File: src/rtl/continuous_poller_pkg.sv
// Shared types and default constants for the continuous sensor poller.
package poller_pkg;

    typedef enum logic [1:0] {
        IDLE = 2'd0,
        REQ  = 2'd1,
        WAIT = 2'd2,
        HOLD = 2'd3
    } state_t;

    localparam int unsigned DEF_DATA_W      = 8;
    localparam int unsigned DEF_NUM_CH      = 32;
    localparam int unsigned DEF_PERIOD_CYC  = 200_000_000;
    localparam int unsigned DEF_TIMEOUT_CYC = 50_000_000;

    // Timers must hold the larger of the two limits plus one headroom bit.
    function automatic int unsigned timer_width(input int unsigned period,
                                                input int unsigned timeout);
        int unsigned larger;
        larger = (period > timeout) ? period : timeout;
        return $clog2(larger) + 1;
    endfunction

endpackage

File: src/rtl/continuous_poller_if.sv
// Host-command and sensor-controller signal bundle for the continuous poller.
interface continuous_poller_if #(
    parameter int unsigned DATA_W = poller_pkg::DEF_DATA_W,
    parameter int unsigned CH_W   = $clog2(poller_pkg::DEF_NUM_CH)
);

    logic              start;
    logic              stop;
    logic              mode;
    logic [CH_W-1:0]   chan_in;
    logic              req;
    logic [CH_W-1:0]   req_chan;
    logic              done_ctrl;
    logic              err_ctrl;
    logic [DATA_W-1:0] data_in;
    logic [DATA_W-1:0] data_out;
    logic              data_valid;
    logic              err;
    logic              busy;
    logic              cont_active;

    // Poller side of the bundle.
    modport slave (
        input  start, stop, mode, chan_in, done_ctrl, err_ctrl, data_in,
        output req, req_chan, data_out, data_valid, err, busy, cont_active
    );

    // Host decoder / sensor controller side.
    modport master (
        output start, stop, mode, chan_in, done_ctrl, err_ctrl, data_in,
        input  req, req_chan, data_out, data_valid, err, busy, cont_active
    );

endinterface

File: src/rtl/continuous_poller_interval_timer.sv
// Saturating up-counter with synchronous clear and a count >= TERM flag.
module interval_timer #(
    parameter int unsigned W    = 8,
    parameter int unsigned TERM = 1
) (
    input  logic         clk,
    input  logic         rst,
    input  logic         clr,
    input  logic         en,
    output logic [W-1:0] count,
    output logic         hit
);

    localparam logic [W-1:0] COUNT_MAX = '1;
    localparam logic [W-1:0] TERM_V    = W'(TERM);

    always_ff @(posedge clk or negedge rst) begin
        if (!rst) begin
            count <= '0;
        end else if (clr) begin
            count <= '0;
        end else if (en && (count != COUNT_MAX)) begin
            count <= count + 1'b1;
        end
    end

    assign hit = (count >= TERM_V);

endmodule

File: src/rtl/continuous_poller.sv
// Periodic read scheduler: single or continuous polling of one sensor channel.
// Define CONT_POLLER_WATCHDOG_EN to compile in the WAIT response watchdog.
module continuous_poller
    import poller_pkg::*;
#(
    parameter int unsigned DATA_W      = DEF_DATA_W,
    parameter int unsigned NUM_CH      = DEF_NUM_CH,
    parameter int unsigned PERIOD_CYC  = DEF_PERIOD_CYC,
    parameter int unsigned TIMEOUT_CYC = DEF_TIMEOUT_CYC
) (
    input  logic               clk,
    input  logic               rst,
    continuous_poller_if.slave bus
);

    localparam int unsigned CH_W  = $clog2(NUM_CH);
    localparam int unsigned TMR_W = timer_width(PERIOD_CYC, TIMEOUT_CYC);

    state_t state;
    state_t state_nx;

    logic              cont_q;
    logic [CH_W-1:0]   chan_q;
    logic [DATA_W-1:0] data_q;
    logic              valid_q;
    logic              err_q;

    logic              period_clr;
    logic              period_en;
    logic              period_hit;
    logic [TMR_W-1:0]  period_count_unused;
    logic              wd_fire;

    // The timer is cleared on the REQ edge, so it reads PERIOD_CYC-2 in the
    // last HOLD cycle; leaving then puts req edges PERIOD_CYC cycles apart.
    interval_timer #(
        .W    (TMR_W),
        .TERM (PERIOD_CYC - 2)
    ) u_period (
        .clk   (clk),
        .rst   (rst),
        .clr   (period_clr),
        .en    (period_en),
        .count (period_count_unused),
        .hit   (period_hit)
    );

`ifdef CONT_POLLER_WATCHDOG_EN
    logic             wd_clr;
    logic             wd_en;
    logic             wd_hit;
    logic [TMR_W-1:0] wd_count_unused;

    interval_timer #(
        .W    (TMR_W),
        .TERM (TIMEOUT_CYC - 1)
    ) u_watchdog (
        .clk   (clk),
        .rst   (rst),
        .clr   (wd_clr),
        .en    (wd_en),
        .count (wd_count_unused),
        .hit   (wd_hit)
    );

    assign wd_fire = (state == WAIT) && wd_hit;
`else
    assign wd_fire = 1'b0;
`endif

    always_ff @(posedge clk or negedge rst) begin
        if (!rst) begin
            state <= IDLE;
        end else begin
            state <= state_nx;
        end
    end

    always_comb begin
        state_nx = state;
        case (state)
            IDLE: begin
                if (bus.start && !bus.stop) begin
                    state_nx = REQ;
                end
            end
            REQ: begin
                state_nx = WAIT;
            end
            WAIT: begin
                if (bus.done_ctrl || wd_fire) begin
                    state_nx = (cont_q && !bus.stop) ? HOLD : IDLE;
                end
            end
            HOLD: begin
                if (bus.stop) begin
                    state_nx = IDLE;
                end else if (period_hit) begin
                    state_nx = REQ;
                end
            end
            default: begin
                state_nx = IDLE;
            end
        endcase
    end

    always_comb begin
        bus.req    = (state == REQ);
        bus.busy   = (state != IDLE);
        period_clr = (state == REQ);
        period_en  = (state == WAIT) || (state == HOLD);
`ifdef CONT_POLLER_WATCHDOG_EN
        wd_clr     = (state != WAIT);
        wd_en      = (state == WAIT);
`endif
    end

    always_ff @(posedge clk or negedge rst) begin
        if (!rst) begin
            cont_q  <= 1'b0;
            chan_q  <= '0;
            data_q  <= '0;
            valid_q <= 1'b0;
            err_q   <= 1'b0;
        end else begin
            valid_q <= 1'b0;
            err_q   <= 1'b0;

            if (bus.stop) begin
                cont_q <= 1'b0;
            end else if ((state == IDLE) && bus.start) begin
                cont_q <= bus.mode;
                chan_q <= bus.chan_in;
            end

            if (state == WAIT) begin
                if (bus.done_ctrl) begin
                    if (bus.err_ctrl) begin
                        err_q <= 1'b1;
                    end else begin
                        data_q  <= bus.data_in;
                        valid_q <= 1'b1;
                    end
                end else if (wd_fire) begin
                    err_q <= 1'b1;
                end
            end
        end
    end

    assign bus.req_chan    = chan_q;
    assign bus.data_out    = data_q;
    assign bus.data_valid  = valid_q;
    assign bus.err         = err_q;
    assign bus.cont_active = cont_q;

endmodule

File: src/flat_wrapper.sv
// flat-port wrapper written by rule: the top's interface ports become plain ports
module continuous_poller_flat import poller_pkg::*;
#(
    parameter int unsigned DATA_W      = DEF_DATA_W,
    parameter int unsigned NUM_CH      = DEF_NUM_CH,
    parameter int unsigned PERIOD_CYC  = DEF_PERIOD_CYC,
    parameter int unsigned TIMEOUT_CYC = DEF_TIMEOUT_CYC
)
  (clk, rst, bus_start, bus_stop, bus_mode, bus_chan_in, bus_done_ctrl, bus_err_ctrl, bus_data_in, bus_req, bus_req_chan, bus_data_out, bus_data_valid, bus_err, bus_busy, bus_cont_active);
  continuous_poller_if #(.DATA_W(DATA_W), .CH_W(($clog2(NUM_CH)))) bus_i ();
  input  logic clk;
  input  logic rst;
  input wire logic [$bits(bus_i.start)-1:0] bus_start;
  input wire logic [$bits(bus_i.stop)-1:0] bus_stop;
  input wire logic [$bits(bus_i.mode)-1:0] bus_mode;
  input wire logic [$bits(bus_i.chan_in)-1:0] bus_chan_in;
  input wire logic [$bits(bus_i.done_ctrl)-1:0] bus_done_ctrl;
  input wire logic [$bits(bus_i.err_ctrl)-1:0] bus_err_ctrl;
  input wire logic [$bits(bus_i.data_in)-1:0] bus_data_in;
  output wire logic [$bits(bus_i.req)-1:0] bus_req;
  output wire logic [$bits(bus_i.req_chan)-1:0] bus_req_chan;
  output wire logic [$bits(bus_i.data_out)-1:0] bus_data_out;
  output wire logic [$bits(bus_i.data_valid)-1:0] bus_data_valid;
  output wire logic [$bits(bus_i.err)-1:0] bus_err;
  output wire logic [$bits(bus_i.busy)-1:0] bus_busy;
  output wire logic [$bits(bus_i.cont_active)-1:0] bus_cont_active;
  assign bus_i.start = bus_start;
  assign bus_i.stop = bus_stop;
  assign bus_i.mode = bus_mode;
  assign bus_i.chan_in = bus_chan_in;
  assign bus_i.done_ctrl = bus_done_ctrl;
  assign bus_i.err_ctrl = bus_err_ctrl;
  assign bus_i.data_in = bus_data_in;
  assign bus_req = bus_i.req;
  assign bus_req_chan = bus_i.req_chan;
  assign bus_data_out = bus_i.data_out;
  assign bus_data_valid = bus_i.data_valid;
  assign bus_err = bus_i.err;
  assign bus_busy = bus_i.busy;
  assign bus_cont_active = bus_i.cont_active;
  continuous_poller #(.DATA_W(DATA_W), .NUM_CH(NUM_CH), .PERIOD_CYC(PERIOD_CYC), .TIMEOUT_CYC(TIMEOUT_CYC)) u_core (.clk(clk), .rst(rst), .bus(bus_i));
endmodule
File: config.mk
export PLATFORM = sky130hd
export DESIGN_NAME = continuous_poller_flat
export DESIGN_NICKNAME = d
export VERILOG_FILES = /design/src/rtl/continuous_poller_pkg.sv /design/src/rtl/continuous_poller_if.sv /design/src/rtl/continuous_poller_interval_timer.sv /design/src/rtl/continuous_poller.sv /design/src/flat_wrapper.sv
export SDC_FILE = /design/constraint.sdc
export NUM_CORES = 1
export LEC_CHECK = 0
export CORE_ASPECT_RATIO = 0.8
export CORE_MARGIN = 1.5
export CORE_UTILIZATION = 45
export CTS_CLUSTER_SIZE = 14
export DETAILED_ROUTE_END_ITERATION = 12
export PLACE_DENSITY = 0.65
export SLEW_MARGIN = 20
export SYNTH_ARGS = -nofsm -noshare
export SYNTH_HDL_FRONTEND = slang
export SYNTH_HIERARCHICAL = 1
export SYNTH_SLANG_ARGS = --single-unit
File: constraint.sdc
create_clock -name clk -period 6.5 [get_ports clk]
set_clock_uncertainty 0.1 [all_clocks]
set_input_delay 1.3 -clock clk [delete_from_list [all_inputs] [get_ports clk]]
set_output_delay 1.3 -clock clk [all_outputs]
set_load 0.02 [all_outputs]
After elaboration in Yosys (flattened, before gate mapping):

Cells that the tools add are included.

* bitwise operators: 2
* reduce and logical (&&, ||, !) cells: 13
* mux-type cells: 16
* equal/unequal tests: 7
* $add $sub $neg: 1
* $lt $le $gt $ge: 1

Operators with widths (count)
* $mux W29: 2
* $add A29 B1 Y29 const B: 1
* $ge A29 B28 Y1 const B: 1
* $ne A29 B29 Y1 const B: 1
* $mux W2: 5
* $mux W1: 8
* $pmux W2 S4: 1
* $reduce_and A3 Y1: 2
* $reduce_bool A2 Y1: 3
* $eq A2 B2 Y1 const B: 2
* $logic_and A1 B1 Y1: 4
* $ne A3 B2 Y1 const B: 1
* $eq A2 B1 Y1 const B: 1
* $logic_not A2 Y1: 1
* $ne A2 B1 Y1 const B: 1
* $ne A2 B2 Y1 const B: 1
* $not A1 Y1: 2
* $reduce_and A2 Y1: 1
* $logic_not A1 Y1: 1
* $logic_or A1 B1 Y1: 1

* word-level logic and storage cells: 47
* bits of input ports: 20
* output and inout port bits: 18
* flip-flop bits (word level): 47

Logic depth before layout (Yosys ltp):

* depth in word-level cells: 5
* mapped depth: 8
* depth with buffers taken out: 8

Cells and area by module:

The synthesis kept the hierarchy.

By module, submodules not included
* interval_timer: sequential area each 725.7 um^2, cells an instance 181, area an instance 1716.6 um^2, times used 1
* continuous_poller: sequential area each 450.4 um^2, cells an instance 49, area an instance 753.2 um^2, times used 1

Worst setup path before layout:

Ideal clock, no wire load.

* path kind: reg-to-reg
* start point: reg u_core.state[1]
* end point: reg u_core.u_period.count[20]
* setup slack: 4072 ps
* arrival: 2203 ps
* required time: 6275 ps
* stages on the path, launching flop included: 7
* library setup time: 125 ps
* cell sequence: dfrtp_1 > dlygate4sd3_1 > and3_1 > nand4_1 > a311oi_2 > or3b_1 > mux2_2

* cells in the longest elaborated chain, start to end: 4
* elaborated cells between the ends (all ways): 7
* classes of those cells: eq/ne: 3; mux: 1; reduce/logical: 3

Ends and longest elaborated chain
* start: declaration: line continuous_poller.sv:19 `state_t state;`
* start signal: assignment: line continuous_poller.sv:75 `state <= state_nx;`
* $eq A2 B2 Y1: line continuous_poller.sv:112 `period_en = (state == WAIT) || (state == HOLD);`
* $logic_or A1 B1 Y1 *: line continuous_poller.sv:112
* named net u_core.period_en: line continuous_poller.sv:29 `logic period_en;`
* $logic_and A1 B1 Y1 *: line continuous_poller_interval_timer.sv:22 `end else if (en && (count != COUNT_MAX)) begin`
* $reduce_bool A2 Y1 (no line) *
* end signal: assignment: line continuous_poller_interval_timer.sv:23 `count <= count + 1'b1;`
* end: declaration: line continuous_poller_interval_timer.sv:10 `output logic [W-1:0] count,`

Mark *: on every way through the listed nets, which the timed path passes. The rest lies on a longest branch.
A chain may end at the register's enable or synchronous reset.

Worst setup path after layout:

* start point: reg u_core.state[1]
* end point: out bus_req

* cells in the longest elaborated chain, start to end: 1

Ends and longest elaborated chain
* $eq A2 B1 Y1: line continuous_poller.sv:109 `bus.req = (state == REQ);`
* end: declaration: line flat_wrapper.sv:20 `output wire logic [$bits(bus_i.req)-1:0] bus_req;`

Every way passes these cells.

==> summary.md <==
| Metric | Value |
|---|---|
| Outcome | `completed` |
| Site Rows | `23` |
| Initial antenna violation count | `0` |
| Final setup fails | `0` |
| Register area share after synthesis | `47.62%` |
| GR Util All Layers | `about a fifth` |
| Relative slew slack | `44.30%` |
| Syn. warnings | `6` |
| 1st-iter DRT viols | `141` |
| Synth Area in Compound Gates | `10.23%` |
| Hold Crit Depth | `1` |
| Detail Placement HPWL | `3559 um` |
| Worst R2R End | `u_core/u_period/count[26]` |
| Mapped Area | `2470 um2` |
| Pwr dens | `between 200 and 300 nW/um2` |
| Synth unique cells | `50` |
| Drt via density | `5.613` |
| # DRC | `0` |
| PnR worst setup slack | `2753 ps` |
| Synth Register Bits | `47` |
| Final min period | `around 3700 ps` |
| Period utilization | `57.64%` |
| Die H | `69.27 um` |
| WL final | `4993 um` |
| Worst Path Arrival | `2350 ps` |
| Grt ovf | `0` |
| Resize count post-CTS | `0` |
| Post-Synth Simple-Gate Area | `23.35%` |
| Hold path startpoint | `u_core/bus.data_out[7]` |
| Worst-path fanout max | `35` |
| HP Class | `reg -> reg` |
| R2R depth | `6` |
| CTS buffer count | `5` |
| Clk buf depth | `2` |
| Setup CP Type | `reg -> out` |
| IO Count | `38` |
| H-tree lvl count | `2` |
| CP endpoint kind | `primary output` |
| Largest family of logic cells by synthesized area | `simple AND/OR/NAND/NOR gates` |
| Initial core utilization | `47.95%` |
| Leading cell type in the layout, fill and taps excluded | `dfrtp_1` |
| Post-synthesis xor/xnor area fraction | `under 10%` |
| Most frequent cells in the layout | `dfrtp_1, clkdlybuf4s50_1, nor2_1, xnor2_1, nand4_1` |
| Root buf cell | `clkbuf_8` |
| Flop2flop setup slack | `just over 4000 ps` |
| FFs w/ async S/R, synth | `100.0%` |
| Leak | `~1.3 nW` |
| Mean Syn Cell Area | `between 10 and 15 um2` |
| PortBufs | `37` |
| Max-slew violation count | `0` |
| Filler Cells Inserted | `450` |
| CTS tree | `built` |
| Post-synth EDFFs | `0` |
| Peak Freq | `266.9 MHz` |
| Max_cap viols | `0` |
| Routed len/inst | `15.22 um` |
| WHS Endpoint | `u_core/bus.data_out[7]` |
| RSZ-0062 raised after global routing | `false` |
| Share of post-route cells with drive strength above 1 | `roughly 10%` |
| Fin Setup TNS | `0 ps` |
| First-pass GRT wire length | `8928 um` |
| Mux share of post-synthesis cell area | `roughly 9%` |
| Vias | `1,841` |
| Pre-CTS WS | `3044 ps` |
| Post-DRT Antenna Nets | `0` |
| Antenna diode count | `0` |
| R2R Path Start | `u_core/u_period/count[1]` |
| Vias in the first global route | `~1,900` |
| Routability Congestion | `0.7969` |
| Die ar. | `5945 um2` |
| CP Data Required Time | `5100 ps` |
| Core Box Area | `5151 um2` |
| Worst Tran Pin Value | `828.7 ps` |
| Pre-Repair DR Iteration Count | `4` |
| Clock transition at path regs | `80 ps` |
| Die X | `85.83 um` |
| Final Net Count | `about 290` |
| Max IR drop VDD | `0.2455 mV` |
| # clock sinks | `47` |
| P&R area growth vs syn | `19.45%` |
| Post-CTS setup buffer count | `0` |
| Post-synthesis adder-cell area fraction | `1.013%` |
| Post-synthesis net count | `252` |
| Cts hold-fix bufs | `0` |
| Largest net degree at the start of global routing | `48` |
| Cells after Synth | `230` |
| Startpoint Class | `flip-flop` |
| Clk_lat worst skew | `roughly 300 ps` |
| Final Hold Viols | `0` |
| Most used DFF post-synth | `dfrtp_1` |
-- cell type report --
type | instances | area (um2) | share of cell area, %
Multi-Input combinational cell | 171 | 1236 | 41.90
Inverter | 3 | 11.26 | 0.3817
Tap cell | 62 | 77.57 | 2.629
Clock inverter | 1 | 5.005 | 0.1696
Sequential cell | 47 | 1176 | 39.86
Timing Repair Buffer | 37 | 367.9 | 12.47
Clock buffer | 7 | 76.32 | 2.587
-- kinds of logic after synthesis --
family,after synthesis
compound gates,36
xor+xnor,18
fa+ha+maj,2
buf+inv,12
flops,47
mux,18
simple gates,97
-- metrics by stage --
stage	std cells	instance area, um2	total power, mW	hold slack (ps)	util, %
floorplan	230	2470	0.5267	398.2	-
global placement	320	2867	0.6396	365.8	55.65
detailed placement	320	2867	0.6480	376.4	55.65
CTS	328	2948	0.8208	394.6	57.23
global route	328	2950	0.8568	414.0	57.27
finish	328	2950	0.8072	388.0	57.27
-- sequential cells by signal, summed over array words and instances, names as in the netlist --
register and count:
u_core/u_period/count 29, u_core/bus.data_out 8, u_core/bus.req_chan 5, u_core/state 2, u_core/bus.cont_active 1, u_core/bus.data_valid 1
u_core/bus.err 1
-- critical path: stages, from the launching register on --
cell and delay [ps]:
dfrtp_1 590, and2b_2 730, clkdlybuf4s50_1 730
-- how the worst max path moves through the flow --
stage	end	depth (start not counted)	startpoint
after floorplan	u_core/u_period/count[20]	6	u_core/state[1]
after global placement	bus_req	2	u_core/state[1]
after CTS	bus_req	2	u_core/state[1]
final	bus_req	2	u_core/state[1]
after global routing	bus_req	2	u_core/state[1]
after detailed placement	bus_req	2	u_core/state[1]
-- report_power, final --
group	switching, mW	internal (mW)
combinational	0.120	0.133
sequential	0.0414	0.343
clock	0.0939	0.0756
-- layer usage --
layer,track usage [%],part of all wire (%)
met5,0,0
met4,6.272,0.50
met3,4.762,3.5
met2,28.52,46
met1,26.67,50
-- synth_stat cells, drive strengths merged, types with 3 or more instances --
cell     n  area (um2)
dfrtp   47        1176
nor2    28       121.4
mux2    17       214.0
xnor2   13       113.9
nand4   12       81.33
a21oi   10       50.05
nand3   10       55.05
nand2    9       33.78
and3     8       55.05
o21ai    7       35.03
nor2b    6       37.54
and4     5       43.79
clkbuf   5       18.77
xor2     5       43.79
o211ai   4       35.03
a211oi   3       22.52
buf      3       17.52
inv      3       11.26
nor4     3       25.02
o211a    3       30.03
or3      3       18.77
or4      3       22.52
No activity file was read; power rests on OpenSTA's default activity.
